### src/rtl/ser_tx.sv
// Parallel-in, serial-out frame transmitter: start bit, data LSB (data[0]) first,
// optional even parity, stop bit. Line idles high; one word per valid/ready handshake.
module ser_tx #(
    parameter int WIDTH        = 8,
    parameter int CLKS_PER_BIT = 1,
    parameter int PARITY       = 0
) (
    input  logic             clk,
    input  logic             reset,
    input  logic             valid,
    input  logic [0:WIDTH-1] data,
    output logic             ready,
    output logic             sout,
    output logic             busy,
    output logic             done
);

    localparam int CW = $clog2(WIDTH + 1);
    localparam int DW = (CLKS_PER_BIT > 1) ? $clog2(CLKS_PER_BIT) : 1;

    typedef enum logic [2:0] {
        IDLE,
        START,
        DATA,
        PAR,
        STOP
    } state_t;

    state_t           r_state;
    logic [WIDTH-1:0] r_shift;
    logic [CW-1:0]    r_cnt;
    logic [DW-1:0]    r_div;
    logic             r_par;
    logic             r_sout;
    logic             r_done;

    logic [WIDTH-1:0] w_cap;
    logic [WIDTH-1:0] w_shift_nxt;
    logic             w_cap_par;
    logic             w_tick;
    logic             w_last_bit;

    // Shift register holds data[i] at bit i so bit 0 is always the next bit out.
    always_comb begin
        w_cap = '0;
        for (int unsigned i = 0; i < WIDTH; i++) begin
            w_cap[i] = data[i];
        end
        w_cap_par = ^data;
    end

    assign w_shift_nxt = r_shift >> 1;
    assign w_tick      = (r_div == DW'(CLKS_PER_BIT - 1));
    assign w_last_bit  = (r_cnt == CW'(WIDTH - 1));

    always_ff @(posedge clk) begin
        if (reset) begin
            r_state <= IDLE;
            r_shift <= '0;
            r_cnt   <= '0;
            r_div   <= '0;
            r_par   <= 1'b0;
            r_sout  <= 1'b1;
            r_done  <= 1'b0;
        end else begin
            r_done <= 1'b0;
            if (r_state != IDLE) begin
                r_div <= w_tick ? '0 : r_div + DW'(1);
            end
            case (r_state)
                IDLE: begin
                    r_sout <= 1'b1;
                    if (valid) begin
                        r_shift <= w_cap;
                        r_par   <= w_cap_par;
                        r_cnt   <= '0;
                        r_div   <= '0;
                        r_sout  <= 1'b0;
                        r_state <= START;
                    end
                end
                START: begin
                    if (w_tick) begin
                        r_sout  <= r_shift[0];
                        r_state <= DATA;
                    end
                end
                DATA: begin
                    if (w_tick) begin
                        r_shift <= w_shift_nxt;
                        r_cnt   <= r_cnt + CW'(1);
                        if (w_last_bit) begin
                            if (PARITY != 0) begin
                                r_sout  <= r_par;
                                r_state <= PAR;
                            end else begin
                                r_sout  <= 1'b1;
                                r_state <= STOP;
                            end
                        end else begin
                            r_sout <= w_shift_nxt[0];
                        end
                    end
                end
                PAR: begin
                    if (w_tick) begin
                        r_sout  <= 1'b1;
                        r_state <= STOP;
                    end
                end
                STOP: begin
                    if (w_tick) begin
                        r_done  <= 1'b1;
                        r_state <= IDLE;
                    end
                end
                default: begin
                    r_sout  <= 1'b1;
                    r_state <= IDLE;
                end
            endcase
        end
    end

    assign ready = (r_state == IDLE);
    assign busy  = (r_state != IDLE);
    assign sout  = r_sout;
    assign done  = r_done;

endmodule

### config.mk
export PLATFORM = sky130hd
export DESIGN_NAME = ser_tx
export DESIGN_NICKNAME = d
export VERILOG_FILES = /design/src/rtl/ser_tx.sv
export SDC_FILE = /design/constraint.sdc
export NUM_CORES = 1
export LEC_CHECK = 0
export BUFFER_PORTS_ARGS = -buffer_cell sky130_fd_sc_hd__buf_4
export CAP_MARGIN = 20
export CORE_MARGIN = 4
export CORE_UTILIZATION = 30
export DETAILED_ROUTE_END_ITERATION = 6
export GPL_ROUTABILITY_DRIVEN = 0
export MAX_ROUTING_LAYER = met4
export PLACE_DENSITY = 0.51
export RECOVER_POWER = 100
export SKIP_CTS_REPAIR_TIMING = 1
export SKIP_LAST_GASP = 1
export SYNTH_ARGS = -nofsm -noshare
export SYNTH_HDL_FRONTEND = slang
export SYNTH_SLANG_ARGS = --single-unit
### constraint.sdc
create_clock -name clk -period 2.29 [get_ports clk]
set_input_delay 0.1145 -clock clk [delete_from_list [all_inputs] [get_ports clk]]
set_output_delay 0.1145 -clock clk [all_outputs]
set_load 0.005 [all_outputs]
* Yosys cells after proc, flatten, opt, wreduce, memory -nomap -nowiden
Index checks and enable logic that the tools add are counted.
** Storage, ports and cells
- Flip-flop bits (word level) :: 18
- Word-level logic and storage cells :: 51
- Input port bits :: 11
- Output and inout port bits :: 4
** Operators by class
- Bitwise operators :: 1
- Eq/ne operators :: 11
- Reduce and logical (&&, ||, !) cells :: 7
- $add $sub $neg :: 2
- Muxes and demuxes :: 24
** Operators with widths (count)
- $mux 3 :: 6
- $mux 8 :: 2
- $pmux 8 s2 :: 1
- $pmux 3 s5 :: 1
- $ne 2x2->1 const B :: 6
- $mux 1 :: 10
- $mux 4 :: 2
- $pmux 4 s2 :: 1
- $eq 3x2->1 const B :: 2
- $reduce_and 6->1 :: 1
- $pmux 1 s5 :: 1
- $add 4x1->4 const B :: 1
- $eq 4x3->1 const B :: 1
- $reduce_and 4->1 :: 1
- $eq 3x1->1 const B :: 1
- $eq 3x3->1 const B :: 1
- $logic_not 3->1 :: 1
- $reduce_and 3->1 :: 1
- $reduce_bool 3->1 :: 1
- $reduce_bool 2->1 :: 1
- $reduce_or 2->1 :: 1
- $add 1x1->1 const B :: 1
- $not 1->1 :: 1

* Logic depth before layout (Yosys ltp)
Gate-level depths: netlist of the first run.
- Word-level depth :: 5
- Mapped depth :: 7
- Gate-level depth less buffers :: 5

* Least setup slack after synthesis of the first run
No wires, ideal clock.
- Path type :: register to register
- Start :: reg r_state[1]
- End :: reg r_sout (netlist: sout)
- Path buffers :: 1
- Setup time :: 126 ps
- Stages on the path, launching flop included :: 6
- Period minus slack after synthesis :: 1355 ps
- Arrival time :: 1229 ps
- Path slack :: 935 ps
- Path through :: dfxtp_1 -> buf_4 -> nor2_1 -> or3b_2 -> a211oi_1 -> a31oi_1
** Between the ends
- Longest elaborated chain between the ends :: 3
- Elaborated cells between the ends (all ways) :: 11
- Classes of those cells :: 7 x eq/ne; 1 x mux; 1 x bitwise; 2 x reduce/logical
** RTL lines
- start: declaration :: RTL line 29 : state_t r_state;
- start signal: assignment :: RTL line 58 : r_state <= IDLE;
- start signal: assignment :: RTL line 79 : r_state <= START;
- start signal: assignment :: RTL line 85 : r_state <= DATA;
- $eq 3x1->1 (tied with other cells) :: RTL line 70 : case (r_state)
- $ne 2x2->1 (no line) or $not 1->1 (tied branches)
- $reduce_and 4->1 (no line)
- end signal: assignment :: RTL line 84 : r_sout <= r_shift[0];
- end signal: assignment :: RTL line 94 : r_sout <= r_par;
- end signal: assignment :: RTL line 101 : r_sout <= w_shift_nxt[0];
- end: declaration :: RTL line 34 : logic r_sout;
Several ways; a longest one is shown, not always the timed one.
A chain may end at the register's enable or synchronous reset.

* Worst setup path in the final report of the first run
- Start :: reg r_state[2]
- End :: out busy
** Between the ends
- Longest elaborated chain between the ends :: 1
** RTL lines
- $reduce_bool 3->1 :: RTL line 126 : assign busy = (r_state != IDLE);
- end: declaration :: RTL line 14 : output logic busy,
No other way between the ends.

==> impl_metrics.toml, run 1 <==
[global_routing]
overflow = 0
track_usage = 0.0981
grt_pass1_wl_um = 2990
grt_max_degree = 18
first_global_vias = 682
grt_antenna_before_repair = 0

[timing]
setup_violations = 0
fin_crit_sh = 0.683
fin_crit_ps = 1560
max_freq_ghz = 0.639
relSlewSlack = 0.638
rsz0062_at_grt = "false"
fin_worst_skew_ps = 3.33
hold_violations = 0
worst_pin_slew_ps = 539
drv_slew = 0
holdWs_ps = 88.9
tns_ps = 0

[clocking]
cts-buffers-inserted = 3
htree_levels = 1
clock_path_buffers = 2
cts_tree = "yes"
root_buffer = "clkbuf_4"
cts.sinks = 18
clk_latency_ps = 300
path_clk_slew_ps = 100

[finish]
multiInputGateArea_sq_um = 452
drive_above_1_share = 0.224
fin_nets = 120
insertedDiodeCount = 0
mostFrequentLayoutCells = "18 x dfxtp_1, 15 x nor2_1, 13 x buf_4"
syn_to_final_growth_pct = 12.5
n_fill_cell = 302
final_common_cell = "dfxtp_1"
regArea_sq_um = 360

[job]
maxCapViolCount = 0

[placement]
io_buffers = 14

[critical_path]
slowest_stage = "nor3_1"
worstPathMaxFanout = 10
critical_path.top_delay_family = "simple AND/OR/NAND/NOR gates"
arrival_ps = 1450
crit_buf_inv = 2
r2r_slack_ps = 760
cp_cell_sequence = "nor3_1 -> inv_1 -> clkbuf_4"
path_class = "reg2out"
crit_path_end_kind = "primary output"
max_stage_delay_ps = 510
crit_required_ps = 2180
crit_path_start_kind = "register"

[synthesis]
syn_area_per_cell_sq_um = 9.56
synth_largest_area_cell = "dfxtp_1"
syn_nets = 106
syn_inst = 94
ys_seq_area_frac = 0.401
synth_top_area_frac = 0.401
synth_area_sq_um = 898
ys_top_cells_by_area = "dfxtp_1 40%, mux2i_1 10%, nor2_1 6.3%"
yosysUniqueCellTypes = 33
ys.warnings.count = 0
ys_ff_latch = 18

[status]
status = "finished clean"

[drt]
drc = 0
avgViaCountPerCell = 4.99
wl_met2_um = 710
dr.pass1.iters = 4
met3WireLength_um = 84
drt_iter0_drc = 15
maxUsedRoutingLayer = "met4"
wl_per_cell_um = 11.7
ant_nets = 0
wl_met1_um = 780
routed_wl_um = 1610
vias = 689

[floorplan]
top_level_ports = 15
die_h_um = 62.7
fp-row-count = 19
die_w_um = 62.7
die_area_sq_um = 3930
core_sq_um = 2810
start_util = 0.320

[power]
pwr_density_cell_nw_per_um2 = 732
switching_power_uw = 212
seqPwrFrac = 0.505
p_comb_frac = 0.226
p_leak_nw = 0.383
ir_drop_v = 0.000412
internal_power_uw = 528
swShare = 0.286
p_clk_frac = 0.269

[worst_hold_path]
hp-class = "in2reg"
[metrics by stage]
stage,area [sq um],setup WS (ps),power [mW],utilization,std cells
2_1_floorplan,898,935,0.526,-,94
3_3_place_gp,995,791,0.558,0.355,134
4_1_cts,1030,741,0.765,0.368,138
6_report,1010,725,0.740,0.360,138
3_5_place_dp,995,762,0.561,0.355,134
5_1_grt,1010,518,0.793,0.360,138
[per-layer routing]
| metal | global-route usage | vias to the layer above |
|---|---|---|
| met2 | 0.140 | 12 |
| met5 | - | - |
| met1 | 0.121 | 315 |
| li1 | - | 358 |
| met4 | 0.0413 | 0 |
| met3 | 0.0414 | 4 |
[kinds of logic after synthesis]
kind of cell / count (synthesis) / synth area share
mux: 9 / 0.100
compound gates: 17 / 0.145
fa+ha+maj: 1 / 0.0139
buf+inv: 8 / 0.0738
simple gates: 37 / 0.227
xor+xnor: 4 / 0.0390
flops: 18 / 0.401
[synth_stat cells]
master	count
a211oi_1	6
a211oi_2	3
a21o_1	1
a21oi_1	4
a31oi_1	1
and3b_1	1
buf_1	1
buf_12	1
buf_2	1
buf_4	3
buf_6	1
dfxtp_1	18
ha_1	1
inv_1	1
mux2i_1	9
nand2_1	1
nand2b_1	4
nand3_1	2
nand3b_1	1
nor2_1	15
nor2_2	2
nor2b_1	1
nor3_1	3
nor3_2	1
nor3b_1	2
nor4b_1	1
o21ai_1	1
o32ai_1	1
or3_1	1
or3b_2	1
or4b_2	1
xnor2_1	3
xor2_1	1
[power by group through the flow]
| stage | Combinational, mW | Clock, mW | Sequential (mW) |
|---|---|---|---|
| floorplan | 0.159 | 0 | 0.367 |
| global placement | 0.176 | 0 | 0.382 |
| detailed placement | 0.178 | 0 | 0.383 |
| CTS | 0.179 | 0.210 | 0.375 |
| global route | 0.193 | 0.220 | 0.379 |
| finish | 0.167 | 0.199 | 0.374 |
[worst register-to-register path, delay by kind of cell, from the launching register on]
family / cells / cell delay, ps
buffers and inverters: 1 / 230
multiplexers: 1 / 200
AND/OR/NAND/NOR: 2 / 230
flip-flops: 1 / 400
AO/OA/AOI/OAI: 1 / 370
[state kept, by name, summed over array words and instances, names as in the netlist]
signal,count
r_div,1
r_cnt,4
sout,1
r_shift,8
done,1
r_state,3
[final cells by class]
cell class,instances,share of cell area
timing repair buffer,16,0.119
clock buffer,4,0.0359
inverter,1,0.00371
sequential,18,0.356
multi-input combinational,68,0.447
tap,31,0.0384
[worst paths after layout]
kind / start / to / depth (start not counted)
worst max-delay path: r_state[2]$_SDFFE_PP0P_ / busy / 3
worst min-delay path: reset / r_shift[0]$_SDFFE_PP0P_ / 2
worst max register to register: r_state[0]$_SDFFE_PP0P_ / r_cnt[1]$_SDFFE_PP0P_ / 5
worst min register to register: r_shift[7]$_SDFFE_PP0P_ / r_shift[7]$_SDFFE_PP0P_ / 2
(Power assumes the default switching activity.)
==> run 2: changes to the inputs <==
==> constraint.sdc (replaced) <==
create_clock -name clk -period 1.5 [get_ports clk]
set_input_delay 0.075 -clock clk [delete_from_list [all_inputs] [get_ports clk]]
set_output_delay 0.075 -clock clk [all_outputs]
set_load 0.005 [all_outputs]
==> impl_metrics.toml, run 2 (synthesized netlist as in run 1, its figures left out) <==
[status]
status = "finished clean"

[finish]
drive_above_1_share = 0.304
final_common_cell = "dfxtp_1"
syn_to_final_growth_pct = 19.4
mostFrequentLayoutCells = "16 x dfxtp_1, 15 x nor2_1, 15 x buf_4"
fin_nets = 126
finalCoreUtilization = 0.382
insertedDiodeCount = 0
reg_top3 = "r_shift x8, r_cnt x4, r_state x3"
regMostFlops = "r_shift"
largest_reg_flops = 8

[placement]
hpwlAfterDp_um = 1250
io_buffers = 14

[critical_path]
arrival_ps = 1340
crit_path_end_kind = "primary output"
slowest_stage = "dfxtp_2"
worstPathMaxFanout = 6
cp-startpoint = "r_state[1]$_SDFFE_PP0P_"
path_class = "reg2out"
crit_path_start_kind = "register"
crit_required_ps = 1420
max_stage_delay_ps = 360
cp_cell_sequence = "clkbuf_2 -> nor3_4 -> buf_4 -> inv_1 -> clkbuf_4"
r2r_slack_ps = 90
worstRegToRegCells = 5
r2r_start = "r_state[0]$_SDFFE_PP0P_"

[power]
p_comb_frac = 0.286
internal_power_uw = 793
ir_drop_v = 0.000425
p_leak_nw = 0.413
swShare = 0.293
seqPwrFrac = 0.506
pwr_density_cell_nw_per_um2 = 1050
p_total_mw = 1.12
p_clk_frac = 0.208
switching_power_uw = 328

[floorplan]
fp-row-count = 19
start_util = 0.320
core_sq_um = 2810
die_w_um = 62.7
top_level_ports = 15
die_area_sq_um = 3930
die_h_um = 62.7

[drt]
routed_wl_um = 1700
ant_nets = 0
wl_per_cell_um = 11.9
avgViaCountPerCell = 4.93
vias = 705
drt_iter0_drc = 21
dr.pass1.iters = 4
drc = 0

[timing]
holdWs_ps = 56.1
fin_crit_ps = 1410
fin_worst_skew_ps = 2.54
setup_violations = 0
fin_crit_sh = 0.942
worst_pin_slew_ps = 314
hold_violations = 0
drv_slew = 0
max_freq_ghz = 0.708
relSlewSlack = 0.788
rsz0062_at_grt = "false"

[global_routing]
overflow = 0
track_usage = 0.0920
grt_antenna_before_repair = 0
grt_max_degree = 16
first_global_vias = 647
grt_pass1_wl_um = 2800

[job]
maxCapViolCount = 0

[clocking]
clock_path_buffers = 2
path_clk_slew_ps = 100
htree_levels = 1
cts-buffers-inserted = 3
root_buffer = "clkbuf_4"
cts_tree = "yes"
clk_latency_ps = 290
cts.sinks = 18

[worst_hold_path]
hp-class = "in2reg"
holdCritStartpoint = "reset"
hold_depth = 2
-- run 2: cell types whose count changed in the layout (fill, tap and decap cells not counted), moves of 2 or more --
cell | previous run | this run
a211oi_1 | 9 | 6
a211oi_2 | 0 | 3
buf_4 | 13 | 15
clkbuf_1 | 0 | 2
dfxtp_1 | 18 | 16
dfxtp_2 | 0 | 2
-- run 2: final timing paths --
| check | to |
|---|---|
| max | busy |
| min | r_shift[5]$_SDFFE_PP0P_ |
| max reg2reg | sout$_SDFFE_PP1P_ |
| min reg2reg | r_shift[7]$_SDFFE_PP0P_ |
-- run 2: area by class of cell --
type	count	area (sq um)
clock buffer	3	22.5
fill	298	1730
inverter	1	3.75
multi-input combinational	68	485
sequential	18	363
tap	31	38.8
timing repair buffer	22	159
-- run 2: metal layers --
metal / up-vias / track usage / share of wire
met5: - / - / 0
met4: 0 / 0.0331 / 0.0082
met3: 2 / 0.0468 / 0.060
met2: 13 / 0.134 / 0.46
met1: 318 / 0.108 / 0.47
li1: 372 / - / -
-- run 2: stage by stage --
step / setup WS [ps] / cells / cell area [sq um] / TNS [ps]
detailed placement: 77.3 / 139 / 1030 / 0
CTS: -20.9 / 142 / 1050 / -20.9
finish: 87.2 / 143 / 1070 / 0
global route: 10.9 / 143 / 1070 / 0
floorplan: 145 / 94 / 898 / 0
global placement: 105 / 139 / 1030 / 0
-- run 2: power groups by stage --
stage / clock [mW] / sequential (mW) / combinational (mW)
2_1_floorplan: 0 / 0.560 / 0.242
3_3_place_gp: 0 / 0.577 / 0.310
3_5_place_dp: 0 / 0.577 / 0.312
4_1_cts: 0.251 / 0.566 / 0.314
5_1_grt: 0.264 / 0.575 / 0.356
6_report: 0.234 / 0.567 / 0.320
-- run 2: worst max-delay path: cells and delay by family (launching register included) --
| kind | cells | cell delay, ps |
|---|---|---|
| buffers and inverters | 4 | 460 |
| DFF | 1 | 360 |
| and+or+nand+nor | 1 | 230 |
==> run 3: changes to the inputs <==
--- a/config.mk
+++ b/config.mk
@@ -5,7 +5,7 @@
 export SDC_FILE = /design/constraint.sdc
 export NUM_CORES = 1
 export LEC_CHECK = 0
-export BUFFER_PORTS_ARGS = -buffer_cell sky130_fd_sc_hd__buf_4
+export BUFFER_PORTS_ARGS = -buffer_cell sky130_fd_sc_hd__buf_2
 export CAP_MARGIN = 20
 export CORE_MARGIN = 4
 export CORE_UTILIZATION = 30
==> impl_metrics.toml, run 3 (synthesized netlist as in run 1, its figures left out) <==
[placement]
dp_slack_ps = 82.3
place_area_sq_um = 997
hpwlAfterDp_um = 1270
io_buffers = 14

[critical_path]
max_stage_delay_ps = 390
arrival_ps = 1540
critical_path.top_delay_family = "flip-flops"
worstPathMaxFanout = 10
path_class = "reg2reg"
crit_required_ps = 1680
crit_buf_inv = 1
cp_cell_sequence = "nor3b_1 -> buf_4 -> mux2i_1 -> a211oi_2"
crit_path_end_kind = "register"
crit_path_start_kind = "register"
slowest_stage = "dfxtp_2"

[timing]
relSlewSlack = 0.755
worst_pin_slew_ps = 363
layout_setup_ws_ps = 142
fin_crit_sh = 0.905
tns_ps = 0
drv_slew = 0
fin_worst_skew_ps = 11.0
max_freq_ghz = 0.737
rsz0062_at_grt = "false"
holdWs_ps = 61.2
fin_crit_ps = 1360
hold_violations = 0
setup_violations = 0

[status]
status = "finished clean"

[finish]
finalCoreUtilization = 0.373
syn_to_final_growth_pct = 16.4
n_fill_cell = 295
reg_top3 = "r_shift x8, r_cnt x4, r_state x3"
insertedDiodeCount = 0
design_area_sq_um = 1050
multiInputGateArea_sq_um = 484
largest_reg_flops = 8
mostFrequentLayoutCells = "15 x nor2_1, 15 x dfxtp_1, 11 x buf_2"
regArea_sq_um = 364
regMostFlops = "r_shift"
fin_nets = 125
drive_above_1_share = 0.304

[drt]
dr.pass1.iters = 4
avgViaCountPerCell = 4.85
drt_iter0_drc = 23
ant_nets = 0
drc = 0
wl_per_cell_um = 11.7
vias = 694
routed_wl_um = 1670

[floorplan]
start_util = 0.320
die_h_um = 62.7
die_area_sq_um = 3930
die_w_um = 62.7
top_level_ports = 15
core_sq_um = 2810
fp-row-count = 19

[power]
ir_drop_v = 0.000504
p_leak_nw = 0.401
pwr_density_cell_nw_per_um2 = 1110

[job]
maxCapViolCount = 0

[clocking]
cts.sinks = 18
clock_path_buffers = 2
clk_latency_ps = 300
root_buffer = "clkbuf_4"
cts_tree = "yes"
path_clk_slew_ps = 110
cts-buffers-inserted = 3
htree_levels = 1

[global_routing]
track_usage = 0.0969
overflow = 0
first_global_vias = 660
grt_max_degree = 16
grt_pass1_wl_um = 2890
grt_antenna_before_repair = 0

[worst_hold_path]
hp-class = "in2reg"
run 3: cell counts in the layout (fill, tap and decap cells not counted):
No cell type changed its count.
run 3: metrics by stage:
| stage | power [mW] | cells |
|---|---|---|
| floorplan | 0.802 | 94 |
| global placement | 0.870 | 139 |
| detailed placement | 0.875 | 139 |
| CTS | 1.18 | 143 |
| global route | 1.26 | 143 |
| finish | 1.17 | 143 |
run 3: final timing paths:
check | slack [ps] | depth (start not counted) | to | start
setup / recovery | 140 | 4 | r_shift[6]$_SDFFE_PP0P_ | r_state[2]$_SDFFE_PP0P_
setup reg to reg | 140 | 4 | r_shift[6]$_SDFFE_PP0P_ | r_state[2]$_SDFFE_PP0P_
hold reg to reg | 490 | 2 | r_shift[7]$_SDFFE_PP0P_ | r_shift[7]$_SDFFE_PP0P_
hold / removal | 60 | 3 | r_shift[7]$_SDFFE_PP0P_ | data[7]
run 3: report_power, final:
part           internal (mW)  leakage (nW)  switching (mW)
Sequential             0.529         0.149          0.0392
Clock                  0.148        0.0210           0.151
Combinational          0.151         0.231           0.147
Total                  0.828         0.401           0.338
run 3: area by class of cell:
cell class	instances	share of cell area
multi-input combinational	68	0.463
sequential	18	0.348
timing repair buffer	21	0.114
tap	31	0.0371
clock buffer	4	0.0347
inverter	1	0.00359
run 3: routing by layer:
metal | global-route usage | vias up | wire, um
met5 | - | - | 0
met4 | 0.0413 | 0 | 31
met3 | 0.0414 | 4 | 68
met2 | 0.145 | 9 | 724
met1 | 0.113 | 313 | 846
li1 | - | 368 | -
run 3: tightest hold or removal path: stages:
cell	delay [ps]
buf_2	100
nand3_1	80
a21oi_1	60
